--- src/rtl/arm_imm_encoder_pkg.sv ---
// Shared types and constants for the ARM data-processing immediate encoder.
//   state_e          : controller states (IDLE, SEARCH, DONE)
//   shift_operand_t  : {rotate[3:0], imm8[7:0]} as it appears in the instruction
//   rol32()          : 32-bit rotate-left helper used by the candidate checker
package arm_imm_pkg;

  localparam int ROT_STEPS = 16;  // rotation candidates fixed by the ISA
  localparam int ROT_W     = 4;

  typedef enum logic [1:0] {
    IDLE,
    SEARCH,
    DONE
  } state_e;

  typedef struct packed {
    logic [ROT_W-1:0] rotate;
    logic [7:0]       imm8;
  } shift_operand_t;

  // Rotating left by 2r undoes the ROR applied when the immediate is expanded.
  function automatic logic [31:0] rol32(input logic [31:0] v, input logic [4:0] amt);
    logic [63:0] dbl;
    dbl = {v, v} << amt;
    return dbl[63:32];
  endfunction

endpackage

--- src/rtl/arm_imm_encoder_if.sv ---
// Request/response bundle between a requester (master) and the encoder (slave).
//   start/value/in_ready        : request handshake, value sampled on accept
//   flush                       : abort of any in-flight request
//   out_valid/out_ready         : response handshake, result held until consumed
//   found/inverted/shift_operand: encoding result
interface arm_imm_encoder_if import arm_imm_pkg::*; ();

  logic           start;
  logic [31:0]    value;
  logic           in_ready;
  logic           flush;
  logic           out_valid;
  logic           out_ready;
  logic           found;
  logic           inverted;
  shift_operand_t shift_operand;

  modport master (
    output start, value, flush, out_ready,
    input  in_ready, out_valid, found, inverted, shift_operand
  );

  modport slave (
    input  start, value, flush, out_ready,
    output in_ready, out_valid, found, inverted, shift_operand
  );

endinterface

--- src/rtl/arm_imm_encoder_rot_candidate_check.sv ---
// Combinational test of one rotation candidate.
//   v    : constant being encoded
//   r    : rotate_imm candidate (rotation amount is 2*r)
//   hit  : v is exactly an 8-bit value rotated right by 2*r
//   imm8 : the 8-bit value that would be encoded for this candidate
module rot_candidate_check import arm_imm_pkg::*; (
  input  logic [31:0]      v,
  input  logic [ROT_W-1:0] r,
  output logic             hit,
  output logic [7:0]       imm8
);

  logic [31:0] rolled;

  assign rolled = rol32(v, {r, 1'b0});
  assign hit    = (rolled[31:8] == 24'd0);
  assign imm8   = rolled[7:0];

endmodule

--- src/rtl/arm_imm_encoder.sv ---
// Multi-cycle encoder for the ARM data-processing immediate form.
// Searches one rotation per cycle for rotate_imm/imm8 such that
// ROR({24'b0, imm8}, 2*rotate_imm) equals the requested constant, optionally
// also trying its complement (MVN/BIC substitution).
//   clk  : clock, rising edge
//   rst  : synchronous active-high reset
//   bus  : request/response handshake and result (slave side)
module arm_imm_encoder import arm_imm_pkg::*; #(
  parameter bit ENABLE_INV = 1'b1,
  parameter int ROT_STEPS  = arm_imm_pkg::ROT_STEPS
) (
  input  logic              clk,
  input  logic              rst,
  arm_imm_encoder_if.slave  bus
);

  localparam logic [ROT_W-1:0] LAST_ROT = ROT_W'(ROT_STEPS - 1);

  state_e           state_q, state_d;
  logic [31:0]      v_q, v_d;
  logic [ROT_W-1:0] rot_q, rot_d;
  logic             out_valid_q, out_valid_d;
  logic             found_q, found_d;
  logic             inverted_q, inverted_d;
  shift_operand_t   shift_op_q, shift_op_d;

  logic             dir_hit, inv_hit;
  logic [7:0]       dir_imm8, inv_imm8;

  rot_candidate_check u_direct (
    .v    (v_q),
    .r    (rot_q),
    .hit  (dir_hit),
    .imm8 (dir_imm8)
  );

  generate
    if (ENABLE_INV) begin : g_inv
      rot_candidate_check u_inverted (
        .v    (~v_q),
        .r    (rot_q),
        .hit  (inv_hit),
        .imm8 (inv_imm8)
      );
    end else begin : g_no_inv
      assign inv_hit  = 1'b0;
      assign inv_imm8 = 8'd0;
    end
  endgenerate

  always_comb begin
    // NOTE: every _d defaults to its _q first so no path through the case
    // leaves a signal unassigned, which would otherwise infer a latch.
    state_d     = state_q;
    v_d         = v_q;
    rot_d       = rot_q;
    out_valid_d = out_valid_q;
    found_d     = found_q;
    inverted_d  = inverted_q;
    shift_op_d  = shift_op_q;

    unique case (state_q)
      IDLE: begin
        // flush beats a simultaneous start: the request is dropped.
        if (bus.start && !bus.flush) begin
          state_d = SEARCH;
          v_d     = bus.value;
          rot_d   = '0;
        end
      end

      SEARCH: begin
        if (bus.flush) begin
          state_d     = IDLE;
          out_valid_d = 1'b0;
          found_d     = 1'b0;
          inverted_d  = 1'b0;
          shift_op_d  = '0;
        end else if (dir_hit) begin
          // Direct form wins over the inverted form at the same rotation.
          state_d     = DONE;
          out_valid_d = 1'b1;
          found_d     = 1'b1;
          inverted_d  = 1'b0;
          shift_op_d  = shift_operand_t'{rotate: rot_q, imm8: dir_imm8};
        end else if (inv_hit) begin
          state_d     = DONE;
          out_valid_d = 1'b1;
          found_d     = 1'b1;
          inverted_d  = 1'b1;
          shift_op_d  = shift_operand_t'{rotate: rot_q, imm8: inv_imm8};
        end else if (rot_q == LAST_ROT) begin
          state_d     = DONE;
          out_valid_d = 1'b1;
          found_d     = 1'b0;
          inverted_d  = 1'b0;
          shift_op_d  = '0;
        end else begin
          rot_d = rot_q + 1'b1;
        end
      end

      DONE: begin
        if (bus.flush) begin
          state_d     = IDLE;
          out_valid_d = 1'b0;
          found_d     = 1'b0;
          inverted_d  = 1'b0;
          shift_op_d  = '0;
        end else if (out_valid_q && bus.out_ready) begin
          state_d     = IDLE;
          out_valid_d = 1'b0;
        end
      end

      default: state_d = IDLE;
    endcase
  end

  // NOTE: state registers use non-blocking assignments so every flop samples
  // the values from before the edge, independent of statement order.
  always_ff @(posedge clk) begin
    if (rst) begin
      state_q     <= IDLE;
      v_q         <= '0;
      rot_q       <= '0;
      out_valid_q <= 1'b0;
      found_q     <= 1'b0;
      inverted_q  <= 1'b0;
      shift_op_q  <= '0;
    end else begin
      state_q     <= state_d;
      v_q         <= v_d;
      rot_q       <= rot_d;
      out_valid_q <= out_valid_d;
      found_q     <= found_d;
      inverted_q  <= inverted_d;
      shift_op_q  <= shift_op_d;
    end
  end

  assign bus.in_ready      = (state_q == IDLE);
  assign bus.out_valid     = out_valid_q;
  assign bus.found         = found_q;
  assign bus.inverted      = inverted_q;
  assign bus.shift_operand = shift_op_q;

endmodule

--- src/flat_wrapper.sv ---
// flat-port wrapper written by rule: the top's interface ports become plain ports
module arm_imm_encoder_flat import arm_imm_pkg::*;
#(
  parameter bit ENABLE_INV = 1'b1,
  parameter int ROT_STEPS  = arm_imm_pkg::ROT_STEPS
)
  (clk, rst, bus_start, bus_value, bus_flush, bus_out_ready, bus_in_ready, bus_out_valid, bus_found, bus_inverted, bus_shift_operand);
  arm_imm_encoder_if bus_i ();
  input  logic clk;
  input  logic rst;
  input wire logic [$bits(bus_i.start)-1:0] bus_start;
  input wire logic [$bits(bus_i.value)-1:0] bus_value;
  input wire logic [$bits(bus_i.flush)-1:0] bus_flush;
  input wire logic [$bits(bus_i.out_ready)-1:0] bus_out_ready;
  output wire logic [$bits(bus_i.in_ready)-1:0] bus_in_ready;
  output wire logic [$bits(bus_i.out_valid)-1:0] bus_out_valid;
  output wire logic [$bits(bus_i.found)-1:0] bus_found;
  output wire logic [$bits(bus_i.inverted)-1:0] bus_inverted;
  output wire logic [$bits(bus_i.shift_operand)-1:0] bus_shift_operand;
  assign bus_i.start = bus_start;
  assign bus_i.value = bus_value;
  assign bus_i.flush = bus_flush;
  assign bus_i.out_ready = bus_out_ready;
  assign bus_in_ready = bus_i.in_ready;
  assign bus_out_valid = bus_i.out_valid;
  assign bus_found = bus_i.found;
  assign bus_inverted = bus_i.inverted;
  assign bus_shift_operand = bus_i.shift_operand;
  arm_imm_encoder #(.ENABLE_INV(ENABLE_INV), .ROT_STEPS(ROT_STEPS)) u_core (.clk(clk), .rst(rst), .bus(bus_i));
endmodule
--- config.mk ---
export PLATFORM = sky130hd
export DESIGN_NAME = arm_imm_encoder_flat
export DESIGN_NICKNAME = d
export VERILOG_FILES = /design/src/rtl/arm_imm_encoder_pkg.sv /design/src/rtl/arm_imm_encoder_if.sv /design/src/rtl/arm_imm_encoder_rot_candidate_check.sv /design/src/rtl/arm_imm_encoder.sv /design/src/flat_wrapper.sv
export SDC_FILE = /design/constraint.sdc
export NUM_CORES = 1
export LEC_CHECK = 0
export ABC_CLOCK_PERIOD_IN_PS = 4340
export CAP_MARGIN = 20
export CORE_MARGIN = 10
export CORE_UTILIZATION = 55
export DETAILED_ROUTE_END_ITERATION = 8
export GPL_TIMING_DRIVEN = 1
export PLACE_DENSITY = 0.9
export SYNTH_ARGS = -nofsm -noshare
export SYNTH_HDL_FRONTEND = slang
export SYNTH_SLANG_ARGS = --single-unit
--- constraint.sdc ---
create_clock -name clk -period 4.34 [get_ports clk]
set_input_delay 0.868 -clock clk [delete_from_list [all_inputs] [get_ports clk]]
set_output_delay 0.868 -clock clk [all_outputs]
set_load 0.1 [all_outputs]
==> flow_metrics.tcl, run 1 <==
set metrics [dict create \
    outcome "completed" \
    grt_pass1_wl_mm 15.55 \
    drt-vias-per-instance 6.496 \
    period_minus_slack_ns 3.744 \
    synth-edff-count 0 \
    synth_xor_area_frac 0 \
    worst_pin_slew_ns 1.047 \
    rsz0062_at_grt "false" \
    whs_ns 0.4612 \
    die_y_um 102.5 \
    setup_viol 0 \
    ys_seq_area_frac 0.2837 \
    period_share 0.8628 \
    gp_congestion 0.9119 \
    clkTransAtPathRegs_ns 0.10 \
    synth_top_area_frac 0.2837 \
    r2r_start "u_core.rot_q[1]" \
    setup-tns-final_ns 0 \
    n_antenna_cell 0 \
    avgSynthCellArea_um2 9.540 \
    syn_nets 433 \
    drtAntennaViolNets 0 \
    dpl_cell_area_um2 4268 \
    async_flop_share 0 \
    clock_skew_ns 0.006798 \
    grt_pass1_vias 3198 \
    vias 3300 \
    drtIter0Drc 294 \
    drv_slew 0 \
    criticalPathCategory "reg2reg" \
    synthToLayoutAreaGrowth_pct 17.13 \
    netlist_instances 392 \
    cp-end-kind "register" \
    top_layer_used "met4" \
    cp.arrival_ns 3.95 \
    start_kind "register" \
    wl_met1_mm 4.170 \
    synth_area_leaders "dfxtp_1 (28%), mux4_2 (13%), nand2_1 (8.0%), mux4_1 (7.7%), mux2_2 (5.7%)" \
    ys_ff_latch 53 \
    yosys.area.top_type "dfxtp_1" \
    antenna_found_initial 0 \
    wire_per_inst_um 19.01 \
    met2WireLength_mm 4.655 \
    place.port_buffers 52 \
    drc_errors 0 \
    synthMuxAreaShare 0.3098 \
    io_pins 53 \
    setup.worst_path.start "u_core.rot_q[1]" \
    ctsResizeCount 0 \
    fill_cells 526 \
    dr.pass1.iters 5 \
    clk_path_buf_depth 2 \
    drv_cap 0 \
    die_w_um 102.5 \
    crit_required_ns 4.55 \
    clkSinkCount 53 \
    dp.cells 500 \
    cp_slowest_stage_delay_ns 0.69 \
    grt.overflow.total 0 \
    cp_cell_sequence "buf_12 > mux4_1 > mux2_2 > nor4_1 > nor4bb_1 > o221ai_1 > a31oi_2 > a21oi_2 > a22o_1" \
    path_delay_family "compound AO/OA/AOI/OAI gates" \
    cts_hold_buf 0 \
    synth.distinct_cells 61 \
    yosys_warnings 0 \
    cp_slowest_cell "dfxtp_2" \
    fmax_mhz 267.1 \
    core_area_um2 6495 \
    cts_tree "done" \
    initial_core_util 0.5758 \
    crit_fanout 21 \
    r2r_setup_slack_ns 0.60 \
    met3_length_um 633 \
    fin_cells 508 \
    synth_fa_ha_area_frac 0.01338 \
    nets 471 \
    dp_hpwl_mm 7.338 \
    power_density_nw_per_um2 246.3 \
    final_area_um2 4380 \
    track_usage 0.1824 \
    cts_root_buf "clkbuf_8" \
    hold_path_class "reg2reg" \
    r2r_cells 9 \
    post_cts_buffers 0 \
    clk_latency_ns 0.31 \
    drive_gt1_frac 0.1555 \
    fin_util 0.6744 \
    synth_simple_gate_area_share 0.1760 \
    ir_worst_vdd_mv 0.1354 \
    synth_compound_area_frac 0.1633 \
    die-area_um2 10500 \
    cp.depth 9 \
    critPathBufInv 1 \
    p_leak_uw 0.001600 \
    slew_headroom 0.3008 \
    cts_made_buffers 5 \
    synth_ff_type "dfxtp_1" \
    final-hold-violation-count 0 \
    drt-total-wl_mm 9.658 \
    endpoint "u_core.bus.shift_operand[8]" \
    placementRows 29 \
    htreeDepth 2 \
    synth_top_family_by_area "multiplexers" \
    grt_max_degree 43 \
    synth_area_um2 3740 \
    worstReg2RegEnd "u_core.bus.shift_operand[8]" \
]
[per-stage QoR]
stage | power, uW | setup WS (ns)
2_1_floorplan | 663.8 | 1.215
3_3_place_gp | 729.8 | 0.7782
3_5_place_dp | 738.0 | 0.6242
4_1_cts | 1079 | 0.6025
5_1_grt | 1120 | 0.3449
6_report | 1079 | 0.5955
[placed cells by master (no fill, tap or decap), types with 3 or more instances in the layout]
| cell type | count |
|---|---|
| mux2_2 | 19 |
| o21ai_0 | 6 |
| nand2_1 | 80 |
| a21o_1 | 10 |
| a21oi_1 | 40 |
| mux4_1 | 11 |
| nand3_1 | 14 |
| buf_4 | 8 |
| mux4_2 | 22 |
| a31oi_1 | 5 |
| ha_1 | 4 |
| clkdlybuf4s50_1 | 52 |
| nand2b_1 | 3 |
| dfxtp_1 | 52 |
| a22o_1 | 5 |
| clkbuf_8 | 5 |
| nand3b_1 | 3 |
| nand4_1 | 4 |
| inv_1 | 6 |
| nor4_1 | 5 |
| o21ai_1 | 4 |
| nor2_1 | 7 |
| mux2i_1 | 16 |
[sequential cells by signal, summed over array words and instances (netlist names)]
signal and count:
u_core.bus.shift_operand 12, u_core.bus.found 1, u_core.state_q 2, u_core.v_q 32
u_core.rot_q 4, u_core.bus.out_valid 1, u_core.bus.inverted 1
[how the worst min path moves through the flow]
| stage | depth (start not counted) | slack (ns) | endpoint | startpoint |
|---|---|---|---|---|
| floorplan | 2 | 0.46 | u_core.v_q[23] | u_core.v_q[23] |
| global placement | 1 | 0.43 | u_core.bus.shift_operand[4] | u_core.bus.shift_operand[4] |
| detailed placement | 1 | 0.44 | u_core.bus.shift_operand[5] | u_core.bus.shift_operand[5] |
| CTS | 1 | 0.47 | u_core.bus.shift_operand[5] | u_core.bus.shift_operand[5] |
| global route | 1 | 0.48 | u_core.bus.shift_operand[5] | u_core.bus.shift_operand[5] |
| finish | 1 | 0.46 | u_core.bus.shift_operand[7] | u_core.bus.shift_operand[7] |
[cell usage after synthesis, types with 5 or more instances]
cell type  number
nor2_1          7
a22o_1          5
mux4_1         11
inv_1           6
a31oi_1         5
clkbuf_1       14
mux2i_1        16
nand2_1        80
a21oi_1        40
nand3_1        14
nor4_1          5
o21ai_0         6
dfxtp_1        53
mux4_2         22
a21o_1         10
buf_4           5
mux2_2         19
[power by group]
group	leakage (uW)	internal, uW	switching (uW)
logic	0.00111	95.3	111
clock network	0.0000585	173	175
registers	0.000431	503	21.2
total	0.00160	772	307
[layout make-up]
cell class	instances	area, um2	area share
inverters	7	26.28	0.005998
flip-flops and latches	53	1062	0.2425
clock inverters	3	43.79	0.009997
repair buffers	61	600.6	0.1371
multi-input cells	302	2482	0.5667
well taps	77	96.34	0.02199
clock buffers	5	68.82	0.01571
[per-layer routing]
layer | vias to the layer above | track usage
met5 | - | 0
met4 | 0 | 0.05531
met3 | 24 | 0.04251
met2 | 137 | 0.3032
met1 | 1564 | 0.2297
li1 | 1575 | -
[cell families after synthesis]
kind of cell             count (synthesis)
AO/OA/AOI/OAI                           93
adder cells (fa/ha/maj)                  4
buffers and inverters                   37
flip-flops                              53
multiplexers                            68
AND/OR/NAND/NOR                        137
Power figures use the tool's default switching activity.
==> run 2, diff against run 1 <==
--- a/config.mk
+++ b/config.mk
@@ -11,6 +11,7 @@
 export CORE_UTILIZATION = 55
 export DETAILED_ROUTE_END_ITERATION = 8
 export GPL_TIMING_DRIVEN = 1
+export MAX_ROUTING_LAYER = met4
 export PLACE_DENSITY = 0.9
 export SYNTH_ARGS = -nofsm -noshare
 export SYNTH_HDL_FRONTEND = slang
==> run 2 against run 1 <==
Final area fell by 0.29%. Maximum frequency rose by 0.37%. Clock-buffer cell count rose by 2. Combinational power fell by 2%. Die area did not move. Sequential cell count did not move. Clock power fell by 8.0%. Via count fell by 1.3%. Sequential share of layout area rose by 0.069 points. Worst hold slack got worse by 0.0046 ns. Largest power group unchanged. Highest routed layer unchanged.
==> flow_metrics.tcl, run 2 (synthesis gave the netlist of run 1 again) <==
set metrics [dict create \
    cp-end-kind "register" \
    ctsResizeCount 0 \
    antenna_found_initial 0 \
    placementRows 29 \
    post_cts_buffers 0 \
    criticalPathCategory "reg2reg" \
    clock_skew_ns 0.007088 \
    cp.arrival_ns 3.95 \
    layout_common_cells "nand2_1 (80), clkdlybuf4s50_1 (52), dfxtp_1 (52)" \
    layout_commonest_cell "nand2_1" \
    cts_made_buffers 5 \
    power_density_nw_per_um2 239.6 \
    cts_tree "done" \
    hold_path_class "reg2reg" \
    dp_hpwl_mm 7.053 \
    die_y_um 102.5 \
    track_usage 0.1824 \
    crit_fanout 33 \
    setup_viol 0 \
    largest_register "u_core.v_q" \
    period_share 0.8596 \
    grt.overflow.total 0 \
    ir_worst_vdd_mv 0.1932 \
    die_w_um 102.5 \
    period_minus_slack_ns 3.731 \
    worst_pin_slew_ns 0.9728 \
    n_antenna_cell 0 \
    nets 472 \
    largest_register_ffs 32 \
    drt-vias-per-instance 6.399 \
    dr.pass1.iters 7 \
    drtIter0Drc 230 \
    drv_slew 0 \
    fmax_mhz 268.0 \
    synthToLayoutAreaGrowth_pct 16.79 \
    drive_gt1_frac 0.1574 \
    die-area_um2 10500 \
    place.port_buffers 52 \
    clk_path_buf_depth 2 \
    setup-tns-final_ns 0 \
    p_leak_uw 0.001599 \
    grt_pass1_wl_mm 15.26 \
    rsz0062_at_grt "false" \
    dp_slack_ns 0.6409 \
    fin_util 0.6725 \
    wire_per_inst_um 17.91 \
    drv_cap 0 \
    slew_headroom 0.3494 \
    gp_congestion 0.9151 \
    outcome "completed" \
    vias 3257 \
    fin_ws_ns 0.6092 \
    clkTransAtPathRegs_ns 0.10 \
    io_pins 53 \
    clkSinkCount 53 \
    final-hold-violation-count 0 \
    drc_errors 0 \
    core_area_um2 6495 \
    cts_root_buf "clkbuf_8" \
    grt_max_degree 43 \
    cts_hold_buf 0 \
    start_kind "register" \
    htreeDepth 2 \
    drt-total-wl_mm 9.116 \
    crit_required_ns 4.56 \
    whs_ns 0.4566 \
    clk_latency_ns 0.31 \
    drtAntennaViolNets 0 \
    grt_pass1_vias 3136 \
    initial_core_util 0.5758 \
]
run 2: final timing paths:
kind / startpoint / endpoint / cells past startpoint / slack, ns
setup reg to reg: u_core.rot_q[1] / u_core.bus.shift_operand[10] / 8 / 0.61
hold / removal: u_core.bus.shift_operand[4] / u_core.bus.shift_operand[4] / 1 / 0.46
hold reg to reg: u_core.bus.shift_operand[4] / u_core.bus.shift_operand[4] / 1 / 0.46
setup / recovery: u_core.rot_q[1] / u_core.bus.shift_operand[10] / 8 / 0.61
run 2: metal layers:
| metal | part of all wire | GRT usage |
|---|---|---|
| met1 | 0.44 | 0.2289 |
| met4 | 0.019 | 0.05206 |
| met5 | 0 | - |
| met3 | 0.068 | 0.03846 |
| met2 | 0.47 | 0.2900 |
run 2: power by group:
part           internal [uW]  switching, uW
logic                   95.2            107
registers                503           21.0
clock network            148            172
total                    746            300
run 2: critical path: stages (launching register included):
cell	delay, ns
dfxtp_2	0.91
mux4_1	0.70
mux2_2	0.31
nor4_1	0.28
nor4bb_1	0.34
o221ai_1	0.35
a31oi_2	0.27
a21oi_2	0.19
a22o_1	0.27
run 2: cell type report:
class,instances,area [um2]
inverters,7,26.28
repair buffers,62,595.6
multi-input cells,302,2482
well taps,77,96.34
clock buffers,7,96.34
clock inverters,1,8.758
fillers,497,2127
flip-flops and latches,53,1062
run 2: stage by stage:
stage	cells	instance area (um2)	power [uW]
final	509	4368	1047
after global routing	509	4368	1095
after CTS	509	4368	1049
after detailed placement	501	4263	735.3
after global placement	501	4263	729.1
after floorplan	392	3740	663.8
